### src/rtl/mem_port_arbiter_if.sv
// Bundle of fetch-side, data-side and external-bus signals around the memory port arbiter.
// The slave modport is the arbiter's view; master is the pipeline/memory environment.
interface mem_port_arbiter_if;
  // Fetch side
  logic        if_req;
  logic [31:0] if_addr;
  logic [31:0] if_rdata;
  logic        if_valid;
  logic        if_err;
  logic        if_stall;
  // Data side
  logic        dm_req;
  logic        dm_we;
  logic [3:0]  dm_wstrb;
  logic [31:0] dm_addr;
  logic [31:0] dm_wdata;
  logic [31:0] dm_rdata;
  logic        dm_valid;
  logic        dm_err;
  logic        dm_stall;
  // External memory bus
  logic        bus_req;
  logic        bus_we;
  logic [3:0]  bus_wstrb;
  logic [31:0] bus_addr;
  logic [31:0] bus_wdata;
  logic        bus_gnt;
  logic        bus_rvalid;
  logic [31:0] bus_rdata;

  modport slave (
    input  if_req, if_addr, dm_req, dm_we, dm_wstrb, dm_addr, dm_wdata,
           bus_gnt, bus_rvalid, bus_rdata,
    output if_rdata, if_valid, if_err, if_stall, dm_rdata, dm_valid, dm_err, dm_stall,
           bus_req, bus_we, bus_wstrb, bus_addr, bus_wdata
  );

  modport master (
    output if_req, if_addr, dm_req, dm_we, dm_wstrb, dm_addr, dm_wdata,
           bus_gnt, bus_rvalid, bus_rdata,
    input  if_rdata, if_valid, if_err, if_stall, dm_rdata, dm_valid, dm_err, dm_stall,
           bus_req, bus_we, bus_wstrb, bus_addr, bus_wdata
  );
endinterface

### src/rtl/mem_port_arbiter.sv
// Shares one memory bus between instruction fetch and the data stage, one transaction at a time,
// with a cycle counter that aborts transactions whose grant or response never arrives.
module mem_port_arbiter #(
  parameter bit          DATA_FIRST     = 1'b1,
  parameter int unsigned TIMEOUT_CYCLES = 255,
  parameter int unsigned CNT_W          = 8,
  parameter logic [31:0] FETCH_ERR_INST = 32'h0000_0013
) (
  input logic               clk,
  input logic               reset,
  mem_port_arbiter_if.slave io
);

  typedef enum logic [2:0] {StIdle, StReqI, StRespI, StReqD, StRespD} state_e;

  localparam bit             TimeoutEn = (TIMEOUT_CYCLES != 0);
  localparam logic [CNT_W-1:0] CntLast = CNT_W'(TimeoutEn ? TIMEOUT_CYCLES - 1 : 0);

  state_e           state_q, state_d;
  logic [CNT_W-1:0] cnt_q, cnt_d;
  logic             bus_we_q, bus_we_d;
  logic [3:0]       bus_wstrb_q, bus_wstrb_d;
  logic [31:0]      bus_addr_q, bus_addr_d;
  logic [31:0]      bus_wdata_q, bus_wdata_d;
  logic             if_valid_q, if_valid_d;
  logic             if_err_q, if_err_d;
  logic [31:0]      if_rdata_q, if_rdata_d;
  logic             dm_valid_q, dm_valid_d;
  logic             dm_err_q, dm_err_d;
  logic [31:0]      dm_rdata_q, dm_rdata_d;

  logic if_req_m, dm_req_m, timeout_hit, resp_done, bus_req;

  // A requester whose completion pulse is out this cycle still holds req; don't serve it twice.
  assign if_req_m    = io.if_req & ~if_valid_q;
  assign dm_req_m    = io.dm_req & ~dm_valid_q;
  assign timeout_hit = TimeoutEn && (cnt_q == CntLast);
  assign resp_done   = ((state_q == StRespI) || (state_q == StRespD)) && io.bus_rvalid;

  always_ff @(posedge clk or negedge reset) begin
    if (!reset) begin
      state_q     <= StIdle;
      cnt_q       <= '0;
      bus_we_q    <= 1'b0;
      bus_wstrb_q <= '0;
      bus_addr_q  <= '0;
      bus_wdata_q <= '0;
      if_valid_q  <= 1'b0;
      if_err_q    <= 1'b0;
      if_rdata_q  <= '0;
      dm_valid_q  <= 1'b0;
      dm_err_q    <= 1'b0;
      dm_rdata_q  <= '0;
    end else begin
      state_q     <= state_d;
      cnt_q       <= cnt_d;
      bus_we_q    <= bus_we_d;
      bus_wstrb_q <= bus_wstrb_d;
      bus_addr_q  <= bus_addr_d;
      bus_wdata_q <= bus_wdata_d;
      if_valid_q  <= if_valid_d;
      if_err_q    <= if_err_d;
      if_rdata_q  <= if_rdata_d;
      dm_valid_q  <= dm_valid_d;
      dm_err_q    <= dm_err_d;
      dm_rdata_q  <= dm_rdata_d;
    end
  end

  always_comb begin
    state_d = state_q;
    case (state_q)
      StIdle: begin
        if (dm_req_m && (DATA_FIRST || !if_req_m)) state_d = StReqD;
        else if (if_req_m)                         state_d = StReqI;
      end
      // Response in the grant cycle is ignored; the response must follow the grant.
      StReqI:  if (timeout_hit) state_d = StIdle; else if (io.bus_gnt) state_d = StRespI;
      StReqD:  if (timeout_hit) state_d = StIdle; else if (io.bus_gnt) state_d = StRespD;
      StRespI: if (io.bus_rvalid || timeout_hit) state_d = StIdle;
      StRespD: if (io.bus_rvalid || timeout_hit) state_d = StIdle;
      default: state_d = StIdle;
    endcase
  end

  always_comb begin
    cnt_d       = cnt_q;
    bus_we_d    = bus_we_q;
    bus_wstrb_d = bus_wstrb_q;
    bus_addr_d  = bus_addr_q;
    bus_wdata_d = bus_wdata_q;
    if_valid_d  = 1'b0;
    if_err_d    = 1'b0;
    if_rdata_d  = if_rdata_q;
    dm_valid_d  = 1'b0;
    dm_err_d    = 1'b0;
    dm_rdata_d  = dm_rdata_q;
    if (state_q == StIdle) begin
      cnt_d = '0;
      if (state_d == StReqD) begin
        bus_we_d    = io.dm_we;
        bus_wstrb_d = io.dm_we ? io.dm_wstrb : 4'b0000;
        bus_addr_d  = io.dm_addr;
        bus_wdata_d = io.dm_wdata;
      end else if (state_d == StReqI) begin
        bus_we_d    = 1'b0;
        bus_wstrb_d = 4'b0000;
        bus_addr_d  = io.if_addr;
        bus_wdata_d = '0;
      end
    end else begin
      cnt_d = cnt_q + CNT_W'(1);
      if (state_d == StIdle) begin
        if ((state_q == StReqI) || (state_q == StRespI)) begin
          if_valid_d = 1'b1;
          if_err_d   = ~resp_done;
          if_rdata_d = resp_done ? io.bus_rdata : FETCH_ERR_INST;
        end else begin
          dm_valid_d = 1'b1;
          dm_err_d   = ~resp_done;
          dm_rdata_d = (resp_done && !bus_we_q) ? io.bus_rdata : 32'h0;
        end
      end
    end
  end

  always_comb begin
    bus_req = (state_q == StReqI) || (state_q == StReqD);
  end

  assign io.bus_req   = bus_req;
  assign io.bus_we    = bus_we_q;
  assign io.bus_wstrb = bus_wstrb_q;
  assign io.bus_addr  = bus_addr_q;
  assign io.bus_wdata = bus_wdata_q;
  assign io.if_valid  = if_valid_q;
  assign io.if_err    = if_err_q;
  assign io.if_rdata  = if_rdata_q;
  assign io.dm_valid  = dm_valid_q;
  assign io.dm_err    = dm_err_q;
  assign io.dm_rdata  = dm_rdata_q;
  // Stalls are combinational so the pipeline freezes in the same cycle it raises a request.
  assign io.if_stall  = io.if_req & ~if_valid_q;
  assign io.dm_stall  = io.dm_req & ~dm_valid_q;

endmodule

### src/flat_wrapper.sv
// flat-port wrapper written by rule: the top's interface ports become plain ports
module mem_port_arbiter_flat 
#(
  parameter bit          DATA_FIRST     = 1'b1,
  parameter int unsigned TIMEOUT_CYCLES = 255,
  parameter int unsigned CNT_W          = 8,
  parameter logic [31:0] FETCH_ERR_INST = 32'h0000_0013
)
  (clk, reset, io_if_req, io_if_addr, io_dm_req, io_dm_we, io_dm_wstrb, io_dm_addr, io_dm_wdata, io_bus_gnt, io_bus_rvalid, io_bus_rdata, io_if_rdata, io_if_valid, io_if_err, io_if_stall, io_dm_rdata, io_dm_valid, io_dm_err, io_dm_stall, io_bus_req, io_bus_we, io_bus_wstrb, io_bus_addr, io_bus_wdata);
  mem_port_arbiter_if io_i ();
  input logic clk;
  input logic reset;
  input wire logic [$bits(io_i.if_req)-1:0] io_if_req;
  input wire logic [$bits(io_i.if_addr)-1:0] io_if_addr;
  input wire logic [$bits(io_i.dm_req)-1:0] io_dm_req;
  input wire logic [$bits(io_i.dm_we)-1:0] io_dm_we;
  input wire logic [$bits(io_i.dm_wstrb)-1:0] io_dm_wstrb;
  input wire logic [$bits(io_i.dm_addr)-1:0] io_dm_addr;
  input wire logic [$bits(io_i.dm_wdata)-1:0] io_dm_wdata;
  input wire logic [$bits(io_i.bus_gnt)-1:0] io_bus_gnt;
  input wire logic [$bits(io_i.bus_rvalid)-1:0] io_bus_rvalid;
  input wire logic [$bits(io_i.bus_rdata)-1:0] io_bus_rdata;
  output wire logic [$bits(io_i.if_rdata)-1:0] io_if_rdata;
  output wire logic [$bits(io_i.if_valid)-1:0] io_if_valid;
  output wire logic [$bits(io_i.if_err)-1:0] io_if_err;
  output wire logic [$bits(io_i.if_stall)-1:0] io_if_stall;
  output wire logic [$bits(io_i.dm_rdata)-1:0] io_dm_rdata;
  output wire logic [$bits(io_i.dm_valid)-1:0] io_dm_valid;
  output wire logic [$bits(io_i.dm_err)-1:0] io_dm_err;
  output wire logic [$bits(io_i.dm_stall)-1:0] io_dm_stall;
  output wire logic [$bits(io_i.bus_req)-1:0] io_bus_req;
  output wire logic [$bits(io_i.bus_we)-1:0] io_bus_we;
  output wire logic [$bits(io_i.bus_wstrb)-1:0] io_bus_wstrb;
  output wire logic [$bits(io_i.bus_addr)-1:0] io_bus_addr;
  output wire logic [$bits(io_i.bus_wdata)-1:0] io_bus_wdata;
  assign io_i.if_req = io_if_req;
  assign io_i.if_addr = io_if_addr;
  assign io_i.dm_req = io_dm_req;
  assign io_i.dm_we = io_dm_we;
  assign io_i.dm_wstrb = io_dm_wstrb;
  assign io_i.dm_addr = io_dm_addr;
  assign io_i.dm_wdata = io_dm_wdata;
  assign io_i.bus_gnt = io_bus_gnt;
  assign io_i.bus_rvalid = io_bus_rvalid;
  assign io_i.bus_rdata = io_bus_rdata;
  assign io_if_rdata = io_i.if_rdata;
  assign io_if_valid = io_i.if_valid;
  assign io_if_err = io_i.if_err;
  assign io_if_stall = io_i.if_stall;
  assign io_dm_rdata = io_i.dm_rdata;
  assign io_dm_valid = io_i.dm_valid;
  assign io_dm_err = io_i.dm_err;
  assign io_dm_stall = io_i.dm_stall;
  assign io_bus_req = io_i.bus_req;
  assign io_bus_we = io_i.bus_we;
  assign io_bus_wstrb = io_i.bus_wstrb;
  assign io_bus_addr = io_i.bus_addr;
  assign io_bus_wdata = io_i.bus_wdata;
  mem_port_arbiter #(.DATA_FIRST(DATA_FIRST), .TIMEOUT_CYCLES(TIMEOUT_CYCLES), .CNT_W(CNT_W), .FETCH_ERR_INST(FETCH_ERR_INST)) u_core (.clk(clk), .reset(reset), .io(io_i));
endmodule
### config.mk
export PLATFORM = sky130hd
export DESIGN_NAME = mem_port_arbiter_flat
export DESIGN_NICKNAME = d
export VERILOG_FILES = /design/src/rtl/mem_port_arbiter_if.sv /design/src/rtl/mem_port_arbiter.sv /design/src/flat_wrapper.sv
export SDC_FILE = /design/constraint.sdc
export NUM_CORES = 1
export LEC_CHECK = 0
export CAP_MARGIN = 20
export CORE_MARGIN = 5
export CORE_UTILIZATION = 35
export DETAILED_ROUTE_END_ITERATION = 8
export MAX_ROUTING_LAYER = met4
export PLACE_DENSITY = 0.7
export SYNTH_ARGS = -nofsm -noshare
export SYNTH_HDL_FRONTEND = slang
export SYNTH_SLANG_ARGS = --single-unit
### constraint.sdc
create_clock -name clk -period 5.78 [get_ports clk]
set_clock_uncertainty 0.15 [all_clocks]
set_input_delay 1.156 -clock clk [delete_from_list [all_inputs] [get_ports clk]]
set_output_delay 1.156 -clock clk [all_outputs]
set_load 0.02 [all_outputs]
Word-level counts from Yosys, hierarchy flattened
Index checks and enable logic that the tools add are counted.
- register bits after elaboration: 148
- bits in latches: 0
- bits in writable memories: 0
- memory bits (read-only): 0
- output and inout port bits: 140
- word-level logic and storage cells: 73
- memories kept: 0
- $add $sub $neg: 1
- $mul: 0
- div/mod/pow operators: 0
- $lt $le $gt $ge: 0
- equality and inequality tests: 7
- shifts and indexed selects: 0
- muxes and demuxes: 32
- bitwise logic cells: 7
- reductions and logical operators: 14
- operators by type and width (kind ; count):
    two-way mux 32 bit ; 6
    two-way mux 3 bit ; 7
    two-way mux 1 bit ; 14
    two-way mux 4 bit ; 3
    one-hot mux 3 bit (4 select lines) ; 1
    equality test 3 x 2 -> 1 bit (second input constant) ; 3
    adder 8 x 1 -> 8 bit (second input constant) ; 1
    equality test 8 bit (second input constant) ; 1
    two-way mux 8 bit ; 1
    equality test 3 x 1 -> 1 bit (second input constant) ; 2
    logical NOT 3 bit ; 2
    AND reduction 3 bit ; 2
    inverter 1 bit ; 5
    logical OR 1 bit ; 4
    equality test 3 bit (second input constant) ; 1
    bitwise AND 1 bit ; 2
    logical AND 1 bit ; 2
    AND reduction 2 bit ; 1
    nonzero test 2 bit ; 1
    OR reduction 2 bit ; 1
    logical NOT 1 bit ; 1

Logic depth before layout (Yosys ltp)
- depth after elaboration: 8
- mapped depth: 8

Worst setup path before layout
Ideal clock, no wire load.
- kind: input port to output port
- start point: in io_dm_req
- end point: out io_dm_stall
- arrival: 1.819 ns
- required time: 4.474 ns
- slack: 2.655 ns
- stages: 3
- path buffers: 2
- path through: nor2b_1 clkbuf_1 clkbuf_1
- word-level cells in the longest chain between the ends: 1
- RTL lines (element ; line ; RTL):
    start, declared ; flat_wrapper.sv:15 ; input wire logic [$bits(io_i.dm_req)-1:0] io_dm_req;
    bitwise AND 1 bit ; mem_port_arbiter.sv:144 ; assign io.dm_stall = io.dm_req & ~dm_valid_q;
    end, declared ; flat_wrapper.sv:30 ; output wire logic [$bits(io_i.dm_stall)-1:0] io_dm_stall;
No other way between the ends.

Worst setup path after layout
Same ends and word-level chain as after synthesis.

==> flow_summary.ini <==
[global_routing]
grt-ovfl-total = 0
grt.total_usage_pct = 19.56
grt_pass1_vias = 5410
grt_first_pass_wirelength_um = 30130
antenna_found_initial = 0
grt_max_degree = 105

[setup_path]
r2r_setup_slack_ps = 3450
cp_max_fo = 36
reg2reg_depth = 5
r2r_start = u_core.state_q[1]$_DFF_PN0_
worstPathArrival_ps = 2730
critPathLaunchType = input pin
critical_path_required_ps = 4470
rr_endpoint = u_core.io.bus_addr[27]$_DFFE_PN0P_
critPathKind = input pin to output port
worst_setup_path_end_kind = output port

[layout]
syn_to_final_growth_pct = 58.85
layout_commonest_cell = clkdlybuf4s50_1
diodes = 0
final_cell_mix = clkdlybuf4s50_1 (277), dfrtp_1 (148), a22o_1 (62), inv_1 (38), nand2_1 (35)
fin_area_mm2 = 0.009608
nets = 891
final_layout_size_suffix_gt1_share_pct = 7.471

[sta]
setup_viol = 0
slew_viol_final = 0
rsz0062_at_grt = false
hold_viol = 0
fin_ws_ps = 1745
worst_slew_pin_slew_ps = 957.9
tns_ps = 0
fin_crit_sh_pct = 69.81
layout_min_cycle_time_ps = 4035
max_freq_ghz = 0.2478
hold-worst-slack_ps = 349.6
max_slew_margin_pct = 36.14

[yosys]
netlist_area_mm2 = 0.006048
syn_area_per_cell_um2 = 12.57
netlist_instances = 481
yosys.cell_types.count = 39
seq_area_frac_synth_pct = 61.23
synth_fp_nets = 622
synth_seq_cells = 148
yosys_warnings = 0

[min_path]
min_path_cells = 1
hold_end = u_core.io.bus_wstrb[2]$_DFFE_PN0P_
hold_class = register to register
hp-start = u_core.io.bus_wstrb[2]$_DFFE_PN0P_

[route]
dr.first_iter.drc_count = 222
drc = 0
num_vias = 5013
firstDrtPassIters = 4
routed_wl_um = 19100
vias_per_cell = 5.074
wl_per_cell_um = 19.33
drt.antenna.violating_nets = 0

[power]
p_seq_share_pct = 31.8
peakVddDrop_mv = 0.2878
p_int_w = 0.003469
pwr-share-clk_pct = 18.8
powerDensity_mw_per_mm2 = 586.1
total_power_w = 0.005631
leakage_nw = 4.150
p_switching_w = 0.002162
combPwrFrac_pct = 49.3
power_switching_share_pct = 38.40

[die]
die_w_um = 141.5
core_mm2 = 0.01712
die-area_mm2 = 0.02001
initial_core_util_pct = 35.34
top_level_ports = 279
row_count = 48
die_h_um = 141.5

[clocking]
cts-root-buf = clkbuf_16
cts.clk_slew.worst_paths_ps = 60
cts_buffers = 17
hold_buffers = 0
ctsHtreeMaxLevel = 4
clkLatencyLatePin_ps = 410
cts_resized = 0
cts_max_path_buffers = 2
cts_tree = yes
cts.sinks = 148
cts_setup_buffers = 0

[placement]
dp_hpwl_um = 13480
placed_area_mm2 = 0.009012
routabilityCongestion = 0.8988
portBuffers = 278
post-place-ws_ps = 1758

[status]
outcome = complete, no violations

[flow_run]
cap_violations = 0
-- synth_stat cells, drive strengths merged --
cell type / count / area, um2
dfrtp: 148 / 3704
a22o: 62 / 543.0
inv: 38 / 142.6
nand2: 35 / 131.4
mux2i: 33 / 330.3
a221o: 32 / 320.3
and3: 32 / 200.2
clkbuf: 21 / 78.83
buf: 17 / 122.6
nor2: 9 / 33.78
a21oi: 6 / 41.29
nand3: 5 / 25.02
nor2b: 5 / 31.28
a32o: 4 / 40.04
o21ai: 4 / 23.77
xnor2: 4 / 35.03
a2bb2oi: 3 / 45.04
nor3: 3 / 31.28
ha: 2 / 25.02
nand2b: 2 / 12.51
o31ai: 2 / 15.01
or2: 2 / 15.02
or3: 2 / 12.51
xor2: 2 / 17.52
a2111oi: 1 / 8.760
a211o: 1 / 8.760
and2: 1 / 6.260
and3b: 1 / 8.760
clkinv: 1 / 5.000
nand4: 1 / 12.51
nor3b: 1 / 7.510
or4b: 1 / 13.76
-- power by group through the flow --
stage	Clock (W)	Combinational, W	Sequential, W
floorplan	0	0.00102	0.00227
global placement	0	0.00273	0.00178
detailed placement	0	0.00280	0.00179
CTS	0.00109	0.00280	0.00180
global route	0.00114	0.00296	0.00185
finish	0.00106	0.00278	0.00179
-- per-stage QoR --
step / utilization (%) / std cells
detailed placement: 52.65 / 955
floorplan: - / 481
CTS: 55.97 / 987
global placement: 52.57 / 954
global route: 56.13 / 988
finish: 56.13 / 988
-- routing by layer --
layer  vias to the layer above  GRT usage, %  wire, um
met5                         -             -         0
met4                         0         6.717       466
met3                        32         6.168      1729
met2                       233         31.18      9082
met1                      2471         23.65      7818
li1                       2277             -         -
-- state kept, by name, summed over array words and instances (netlist names) --
signal               count
u_core.cnt_q             8
u_core.io.bus_addr      32
u_core.io.bus_wdata     32
u_core.io.bus_we         1
u_core.io.bus_wstrb      4
u_core.io.dm_err         1
u_core.io.dm_rdata      32
u_core.io.dm_valid       1
u_core.io.if_err         1
u_core.io.if_rdata      32
u_core.io.if_valid       1
u_core.state_q           3
-- worst max path at each step --
| stage | from | end | slack [ps] | depth (start not counted) |
|---|---|---|---|---|
| 4_1_cts | io_dm_req | io_dm_stall | 1750 | 4 |
| 6_report | io_dm_req | io_dm_stall | 1740 | 4 |
| 3_5_place_dp | io_dm_req | io_dm_stall | 1760 | 4 |
| 2_1_floorplan | io_dm_req | io_dm_stall | 2660 | 3 |
| 5_1_grt | io_dm_req | io_dm_stall | 1680 | 4 |
| 3_3_place_gp | io_dm_req | io_dm_stall | 1750 | 4 |
-- cell type report --
type	instances	area, um2
Inverter	39	147.6
Tap cell	225	281.5
Multi-Input combinational cell	256	2021
Sequential cell	148	3704
Fill cell	1446	7508
Timing Repair Buffer	288	2887
Clock inverter	13	125.1
Clock buffer	19	442.9
-- cells by family after synthesis --
logic type / after synthesis / synth area share, %
AOI/OAI and AO/OA: 115 / 17.29
muxes: 33 / 5.461
xor gates and xnor gates: 6 / 0.8688
adders and majority gates: 2 / 0.4137
DFF: 148 / 61.23
buffers and inverters: 77 / 5.772
and+or+nand+nor: 100 / 8.957
-- critical path, cell delays in order --
cell and delay, ps:
clkdlybuf4s50_1 450, nor2b_2 120, buf_4 320, clkdlybuf4s50_1 670
Note: power is estimated with default switching activity, not from simulation.
==> RTL change: new RTL, config.mk and constraints unchanged <==
`CNT_W` is set to 8 in 2 places; all go to 12.
--- a/src/rtl/mem_port_arbiter.sv
+++ b/src/rtl/mem_port_arbiter.sv
@@ -4,5 +4,5 @@
   parameter bit          DATA_FIRST     = 1'b1,
   parameter int unsigned TIMEOUT_CYCLES = 255,
-  parameter int unsigned CNT_W          = 8,
+  parameter int unsigned CNT_W          = 12,
   parameter logic [31:0] FETCH_ERR_INST = 32'h0000_0013
 ) (
--- a/src/flat_wrapper.sv
+++ b/src/flat_wrapper.sv
@@ -4,5 +4,5 @@
   parameter bit          DATA_FIRST     = 1'b1,
   parameter int unsigned TIMEOUT_CYCLES = 255,
-  parameter int unsigned CNT_W          = 8,
+  parameter int unsigned CNT_W          = 12,
   parameter logic [31:0] FETCH_ERR_INST = 32'h0000_0013
 )
Behaviour: no difference found for any inputs over 4 cycles, from zero or initial values and one cycle with reset low; that may be too few to reach the edited logic, so the function may still have changed.
==> RTL change against the unedited design <==
Synthesized area increased by 7.4%. Sequential power decreased by 4%. Routed wire length is 6.2% higher. Largest cell class unchanged. Highest routed layer unchanged. Global-route usage down 0.067 points. Fmax down 3.6%. Setup slack got worse by 150 ps. Critical path depth shrank 1. Power is 0.19% lower. Critical endpoint unchanged. Non-clock buffer count up 1. Sequential cell count grew 4. Cell area grew 4.8%.
==> RTL change: results (changes against the unedited design) <==
| Metric | Value |
|---|---|
| Crit-path max cell delay | `730 ps (+60 ps)` |
| Multi-In Gates | `471 (+84%)` |
| 1st-iter DRT viols | `190 (-14%)` |
| Dpl ws | `1580 ps (-178 ps)` |
| Crit-path leading delay family | `buffers and inverters` |
| # fillers | `1637 (+13%)` |
| Leakage power total | `4.32 nW (+4.1%)` |
| Total number of vias | `5783 (+15%)` |
| Share of layout cells above drive strength 1 | `5.31% (-2.2 points)` |
| Net Count, Synth | `845 (+36%)` |
| Non-clock buffer share | `28.6% (-1.5 points)` |
| Non-Clock Buffer Count | `289 (+0.35%)` |
| Seq cells | `152 (+2.7%)` |
| Compound-gate portion of the synthesized area | `11.3% (-6.0 points)` |
| Hold crit path type | `flip-flop to flip-flop` |
| Xor/xnor cell area share of the yosys netlist | `1.48% (+0.61 points)` |
| Synth warn | `0 (unchanged)` |
| Worst VDD drop | `264 uV (-8.4%)` |
| Mux share of post-synthesis cell area | `5.14% (-0.32 points)` |
| Final nets | `1107 (+24%)` |
| # clk buffers | `20 (+1)` |
| CP Max Fanout | `4 (-89%)` |
| Max transition margin | `40.9% (+4.8 points)` |
| Synth top cells by count | `nand2_1 (203), dfrtp_1 (152), a21oi_1 (65)` |
| Hold depth | `2 (+1)` |
| Sw Ratio | `41.4% (+3.0 points)` |
| Invs w/o clock | `35 (-10%)` |
| Global-route wire length before repair | `32300 microns (+7.3%)` |
| Multi-input logic area | `0.00237 sq mm (+17%)` |
| Total Wirelength | `20300 microns (+6.2%)` |
| Later-pin clock latency in the skew report | `420 ps` |
| Combinational share of power | `49.4% (about the same)` |
| Post-synthesis sequential area ratio | `58.6% (-2.7 points)` |
| Initial antenna violation count | `1 (+1)` |
| Sequential cell power | `0.00171 W (-4%)` |
| Number of diodes | `1 (+1)` |
| Register area | `0.00380 sq mm (+2.7%)` |
| Clock buf/inv share | `5.94% (+0.027 points)` |
| Gp weighted congestion | `0.785 (-13%)` |
| Gr usage total | `19.5% (-0.067 points)` |
| Status | `complete, no violations` |
| Largest net degree at the start of global routing | `84 (-20%)` |
| Post-DP HPWL | `14400 microns (+6.6%)` |
[RTL change: changes by cell type in the layout (fill, tap and decap cells not counted), moves of 30 or more]
cell | before | now
a21oi_1 | 5 | 65
a221o_1 | 32 | 0
o21ai_0 | 2 | 39
and3_1 | 32 | 2
a22o_1 | 62 | 0
nand2_1 | 35 | 203
o21ai_1 | 0 | 32
nor2_1 | 8 | 48
[RTL change: final timing paths]
kind | startpoint | end | slack (ps)
min | u_core.io.bus_wdata[26]$_DFFE_PN0P_ | u_core.io.bus_wdata[26]$_DFFE_PN0P_ | 330
min in group asynchronous | reset | u_core.io.if_rdata[25]$_DFFE_PN0P_ | 640
max in group asynchronous | reset | u_core.io.bus_addr[2]$_DFFE_PN0P_ | 3730
max reg2reg | u_core.cnt_q[9]$_DFF_PN0_ | u_core.io.if_rdata[4]$_DFFE_PN0P_ | 2670
min reg2reg | u_core.io.bus_wdata[26]$_DFFE_PN0P_ | u_core.io.bus_wdata[26]$_DFFE_PN0P_ | 330
max | io_dm_req | io_dm_stall | 1590
[RTL change: tightest hold or removal path: stages (launching register included)]
cell	delay (ps)
dfrtp_1	340
nand2_1	40
o21ai_0	60
[RTL change: layer usage]
layer	up-vias	part of all wire, %	track usage [%]
met5	-	0	-
met4	0	1.9	6.63
met3	30	9.1	7.28
met2	232	45	29.6
met1	2721	44	24.1
li1	2800	-	-
[RTL change: per-stage QoR]
stage / total power, W / std cells / hold slack (ps) / util [%] / cell area [sq um]
after detailed placement: 0.00452 / 1175 / 319 / 52.1 / 9450
after CTS: 0.00567 / 1207 / 334 / 55.4 / 10000
after global placement: 0.00447 / 1175 / 311 / 52.1 / 9450
after global routing: 0.00598 / 1209 / 354 / 55.5 / 10100
final: 0.00562 / 1209 / 327 / 55.5 / 10100
after floorplan: 0.00326 / 704 / 324 / - / 6490
